===== config.mk =====
export PLATFORM = sky130hd
export DESIGN_NAME = dmem_arbiter
export DESIGN_NICKNAME = d
export VERILOG_FILES = /design/src/rtl/dmem_arbiter.sv
export SDC_FILE = /design/constraint.sdc
export NUM_CORES = 2
export LEC_CHECK = 0
export BUFFER_PORTS_ARGS = -buffer_cell sky130_fd_sc_hd__buf_4
export CAP_MARGIN = 20
export CORE_MARGIN = 2
export CORE_UTILIZATION = 40
export DETAILED_ROUTE_END_ITERATION = 10
export PLACE_DENSITY = 0.61
export SLEW_MARGIN = 20
export SYNTH_ARGS = -nofsm -noshare
export SYNTH_HDL_FRONTEND = slang
export SYNTH_SLANG_ARGS = --single-unit

===== constraint.sdc =====
create_clock -name clk -period 3.4 [get_ports clk]
set_input_delay 0.68 -clock clk [delete_from_list [all_inputs] [get_ports clk]]
set_output_delay 0.68 -clock clk [all_outputs]
set_load 0.02 [all_outputs]

===== src/rtl/dmem_arbiter.sv =====
// Round-robin shared data memory: NPORTS data ports, one word-addressed byte-enable RAM, LATENCY-cycle responses.
// Optional macro DMEM_OOR_ERR_EN: addresses with bits set above the index field are flagged and suppressed.
module dmem_arbiter #(
  parameter int NPORTS  = 2,
  parameter int DATA_W  = 32,
  parameter int ADDR_W  = 32,
  parameter int DEPTH   = 64,
  parameter int LATENCY = 1
) (
  input  logic                         clk,
  input  logic                         reset,
  input  logic [NPORTS-1:0]            req_valid,
  output logic [NPORTS-1:0]            req_ready,
  input  logic [NPORTS-1:0]            req_write,
  input  logic [NPORTS*ADDR_W-1:0]     req_addr,
  input  logic [NPORTS*DATA_W-1:0]     req_wdata,
  input  logic [NPORTS*DATA_W/8-1:0]   req_be,
  output logic [NPORTS-1:0]            resp_valid,
  output logic [DATA_W-1:0]            resp_rdata,
  output logic                         resp_err
);
  localparam int IDX_W = $clog2(DEPTH);
  localparam int BE_W  = DATA_W / 8;
  localparam int PTR_W = (NPORTS > 1) ? $clog2(NPORTS) : 1;

  logic [PTR_W-1:0]  rr_ptr;
  logic [PTR_W-1:0]  gnt_idx;
  logic              gnt_any;
  logic              sel_write;
  logic [ADDR_W-1:0] sel_addr;
  logic [DATA_W-1:0] sel_wdata;
  logic [BE_W-1:0]   sel_be;
  logic [IDX_W-1:0]  sel_idx;
  logic              sel_oor;
  logic              unused_addr;
  logic [DATA_W-1:0] rd_dat;

  logic [DATA_W-1:0] mem [DEPTH];

  logic [NPORTS-1:0] pipe_vld [LATENCY];
  logic [DATA_W-1:0] pipe_dat [LATENCY];
  logic              pipe_err [LATENCY];

  // Ports above the last grant are searched first, then the wrap-around up to and including it.
  always_comb begin
    gnt_any   = 1'b0;
    gnt_idx   = rr_ptr;
    req_ready = '0;
    for (int i = 0; i < NPORTS; i++) begin
      if (!gnt_any && req_valid[i] && (PTR_W'(i) > rr_ptr)) begin
        gnt_any      = 1'b1;
        gnt_idx      = PTR_W'(i);
        req_ready[i] = 1'b1;
      end
    end
    for (int i = 0; i < NPORTS; i++) begin
      if (!gnt_any && req_valid[i] && (PTR_W'(i) <= rr_ptr)) begin
        gnt_any      = 1'b1;
        gnt_idx      = PTR_W'(i);
        req_ready[i] = 1'b1;
      end
    end
  end

  always_comb begin
    sel_write = 1'b0;
    sel_addr  = '0;
    sel_wdata = '0;
    sel_be    = '0;
    for (int i = 0; i < NPORTS; i++) begin
      if (req_ready[i]) begin
        sel_write = req_write[i];
        sel_addr  = req_addr[i*ADDR_W +: ADDR_W];
        sel_wdata = req_wdata[i*DATA_W +: DATA_W];
        sel_be    = req_be[i*BE_W +: BE_W];
      end
    end
  end

  assign sel_idx = sel_addr[IDX_W+1:2];

`ifdef DMEM_OOR_ERR_EN
  localparam logic [DATA_W-1:0] OOR_DATA = DATA_W'(32'hDEADBEEF);
  assign sel_oor     = |sel_addr[ADDR_W-1:IDX_W+2];
  assign unused_addr = ^sel_addr[1:0];
`else
  assign sel_oor     = 1'b0;
  assign unused_addr = ^{sel_addr[ADDR_W-1:IDX_W+2], sel_addr[1:0]};
`endif

  // Reads sample the array before this edge's write; only one grant per cycle so no conflict.
  always_comb begin
    rd_dat = '0;
    if (gnt_any && !sel_write) rd_dat = mem[sel_idx];
`ifdef DMEM_OOR_ERR_EN
    if (gnt_any && !sel_write && sel_oor) rd_dat = OOR_DATA;
`endif
  end

  always_ff @(posedge clk) begin
    if (gnt_any && sel_write && !sel_oor) begin
      for (int b = 0; b < BE_W; b++) begin
        if (sel_be[b]) mem[sel_idx][b*8 +: 8] <= sel_wdata[b*8 +: 8];
      end
    end
  end

  always_ff @(posedge clk or negedge reset) begin
    if (!reset) begin
      rr_ptr <= PTR_W'(NPORTS - 1);
      for (int s = 0; s < LATENCY; s++) begin
        pipe_vld[s] <= '0;
        pipe_dat[s] <= '0;
        pipe_err[s] <= 1'b0;
      end
    end else begin
      if (gnt_any) rr_ptr <= gnt_idx;
      pipe_vld[0] <= req_ready;
      pipe_dat[0] <= rd_dat;
      pipe_err[0] <= gnt_any & sel_oor;
      for (int s = 1; s < LATENCY; s++) begin
        pipe_vld[s] <= pipe_vld[s-1];
        pipe_dat[s] <= pipe_dat[s-1];
        pipe_err[s] <= pipe_err[s-1];
      end
    end
  end

  assign resp_valid = pipe_vld[LATENCY-1];
  assign resp_rdata = pipe_dat[LATENCY-1];
  assign resp_err   = pipe_err[LATENCY-1];

endmodule


==> impl_metrics.tcl <==
set metrics [dict create \
    ioPinCount 179 \
    multiInputGateArea_um2 16300 \
    area.sequential_um2 62400 \
    post-route-cell-area_um2 99600 \
    synth_area_in_adders 0 \
    crit_path_max_fanout 13 \
    dpl_cell_area_um2 92600 \
    grt-ovfl-total 0 \
    finalHoldWorstSlack_ns 0.217 \
    synth_top_family_by_area "compound AO/OA/AOI/OAI gates" \
    core_area_um2 200000 \
    maxSlewHeadroom 0.222 \
    post-dp-hpwl_um 186000 \
    routed_wl_um 284000 \
    num_rows 164 \
    die-height_um 452 \
    area_growth_syn_to_layout_pct 24.2 \
    fin_worst_skew_ns 0.0381 \
    max_clock_freq_mhz 292 \
    arrival_ns 4.21 \
    placedCellCount 8218 \
    most_frequent_cells_in_the_layout "sky130_fd_sc_hd__edfxtp_1 (2,048), sky130_fd_sc_hd__buf_4 (915), sky130_fd_sc_hd__o22ai_1 (485)" \
    setup_tns_ns -0.0265 \
    async_reset_ff_frac 0.0168 \
    outcome "complete, but fails checks" \
    synth_seq_area_share 0.777 \
    ctsHtreeMaxLevel 4 \
    critPathRequiredTime_ns 4.19 \
    final_common_cell "sky130_fd_sc_hd__edfxtp_1" \
    syn_avg_cell_area_um2 16.6 \
    synth_simple_gate_area_share 0.0468 \
    grt_max_degree 65 \
    count_of_max_cap_constraint_violations 0 \
    cellLeakagePower_uw 0.0333 \
    synth_mux_area_frac 0.0370 \
    ant_nets 0 \
    grt_antenna_before_repair 8 \
    nets 5918 \
    wl_per_cell_um 33.0 \
    postSynth.topFlopCell "sky130_fd_sc_hd__edfxtp_1" \
    track_usage 0.274 \
    finalMaxSlewViolations 0 \
    violations "setup timing" \
    final_period_minus_worst_setup_slack_ns 3.43 \
    start_util 0.402 \
    drt_first_pass_iters 8 \
    synthesis.yosys.warnings 0 \
    peakVddDrop_mv 0.587 \
    fraction_of_final_layout_cells_with_drive_strength_greater_than_1 0.290 \
    grt_first_pass_wirelength_um 395000 \
    start_kind "register" \
    cts_inserted_buffers 208 \
    critPathCaptureType "register" \
    clk_pin_slew_worst_paths_ns 0.06 \
    horizontal_extent_of_the_die_um 452 \
    synth_compound_gate_area_share 0.113 \
    clkSinkCount 2083 \
    synth_nets 4977 \
    routabilityCongestion 1.06 \
    dp_slack_ns -0.642 \
    hp-class "in2reg" \
    synth.distinct_cells 77 \
    rsz0062_at_grt "yes" \
    worst_skew_pair.late_latency_ns 0.87 \
    powerDensity_nw_per_um2 595 \
    viasPerCell 6.22 \
    synth.ff_latch_count 2083 \
    criticalPathCategory "reg2reg" \
    num_vias 53600 \
    timing_hold_violations_final 0 \
    fin_ws_ns -0.0265 \
    timing.final.crit_share 1.01 \
    layoutNonFillerInstCount 8616 \
    tritoncts_clock_tree "built" \
    mappedNetlistArea_um2 80200 \
    num-fill-cells 16400 \
    worst_tran_pin_value_ns 1.16 \
    clock_path_buffers 3 \
    setup-violations-final 1 \
    fp.dieArea_um2 204000 \
    place.port_buffers 125 \
    drt_iter0_markers 8227 \
    root_buffer "sky130_fd_sc_hd__clkbuf_16" \
    post_synth_xor_area_fraction 0 \
    postSynthCellCount 4835 \
    post_synth_edffs 2048 \
    drc 0 \
    number_of_global_route_vias_before_repair 51300 \
]
through the flow:
step                 util  total power [µW]
floorplan               -             32400
global placement    0.464             36500
detailed placement  0.464             36600
CTS                 0.498             59200
global route        0.499             60500
finish              0.499             59300
Yosys cell counts (23+ instances only):
library cell / count / area (µm²)
sky130_fd_sc_hd__o22ai_1: 486 / 3040
sky130_fd_sc_hd__o221ai_1: 203 / 1780
sky130_fd_sc_hd__mux2i_1: 65 / 651
sky130_fd_sc_hd__mux2_2: 192 / 2160
sky130_fd_sc_hd__a221oi_1: 40 / 350
sky130_fd_sc_hd__nand2_1: 258 / 968
sky130_fd_sc_hd__edfxtp_1: 2048 / 61500
sky130_fd_sc_hd__nand3_1: 53 / 265
sky130_fd_sc_hd__a31oi_1: 26 / 163
sky130_fd_sc_hd__o21ai_0: 39 / 195
sky130_fd_sc_hd__o41ai_1: 28 / 245
sky130_fd_sc_hd__a32o_1: 23 / 230
sky130_fd_sc_hd__buf_2: 182 / 911
sky130_fd_sc_hd__a22o_1: 35 / 307
sky130_fd_sc_hd__nor2_1: 301 / 1130
sky130_fd_sc_hd__dfrtp_1: 34 / 851
sky130_fd_sc_hd__clkbuf_1: 123 / 462
sky130_fd_sc_hd__nor3_1: 66 / 330
sky130_fd_sc_hd__a211oi_1: 75 / 563
sky130_fd_sc_hd__or4_1: 56 / 420
sky130_fd_sc_hd__inv_1: 44 / 165
sky130_fd_sc_hd__a21oi_1: 85 / 425
sky130_fd_sc_hd__a22oi_1: 31 / 233
sky130_fd_sc_hd__buf_4: 43 / 323
sky130_fd_sc_hd__nor4_1: 57 / 357
final cells by class:
cell class / instances / share of cell area
Tap cell: 2656 / 0.0334
Inverter: 45 / 0.00175
Clock buffer: 251 / 0.0542
Clock inverter: 134 / 0.0142
Antenna cell: 9 / 0.000226
Multi-Input combinational cell: 2333 / 0.163
Sequential cell: 2083 / 0.626
Timing Repair Buffer: 1105 / 0.107
metal layers:
metal | vias up | wire, µm | global-route usage
li1 | 21800 | - | -
met1 | 27300 | 105000 | 0.361
met2 | 3761 | 130000 | 0.421
met3 | 706 | 33500 | 0.0685
met4 | 4 | 16200 | 0.138
met5 | - | 27 | 0
worst paths after layout:
path | from | to | slack (ns) | depth (start not counted)
max | rr_ptr | resp_rdata[10] | -0.03 | 12
min | req_valid[1] | rr_ptr | 0.22 | 4
max reg2reg | rr_ptr | resp_rdata[10] | -0.03 | 12
min reg2reg | rr_ptr | rr_ptr | 0.53 | 2
max in group asynchronous | reset | resp_rdata[4] | 2.21 | 2
min in group asynchronous | reset | resp_rdata[13] | 0.50 | 2
what timing repair did:
item                                   in CTS  in global routing
pin swaps                                   0                  2
resized for setup                           8                 18
setup endpoints to repair                  34                146
buffers inserted                            0                  3
endpoints found under the hold margin      34                  0
hold buffers                                1                  0
registers in the layout, indices dropped and copies added, names as in the netlist:
signal and cells:
mem 2048, resp_valid 2, resp_rdata 32, rr_ptr 1
cell families after synthesis:
kind of cell           Yosys count
AO/OA/AOI/OAI                 1242
buffers and inverters          419
flip-flops                    2083
multiplexers                   264
other                            1
AND/OR/NAND/NOR                826
where the power goes:
part | total, µW | internal [µW] | leakage (µW) | switching (µW)
sequential | 28900 | 28800 | 0.0190 | 115
clock | 23000 | 13100 | 0.00334 | 9900
combinational | 7410 | 2610 | 0.0109 | 4800
total | 59300 | 44500 | 0.0333 | 14800
worst max-delay path: stages (launching register included):
cell and delay (ns):
sky130_fd_sc_hd__dfstp_2 0.58, sky130_fd_sc_hd__a21bo_2 0.20, sky130_fd_sc_hd__inv_6 0.09, sky130_fd_sc_hd__a32o_4 0.40, sky130_fd_sc_hd__nand3_4 0.17, sky130_fd_sc_hd__buf_12 0.19
sky130_fd_sc_hd__buf_4 0.15, sky130_fd_sc_hd__o22ai_1 0.10, sky130_fd_sc_hd__o41ai_1 0.45, sky130_fd_sc_hd__buf_4 0.20, sky130_fd_sc_hd__o2111ai_1 0.19, sky130_fd_sc_hd__nor4b_1 0.41
sky130_fd_sc_hd__buf_4 0.21
Power figures use the tool's default switching activity.
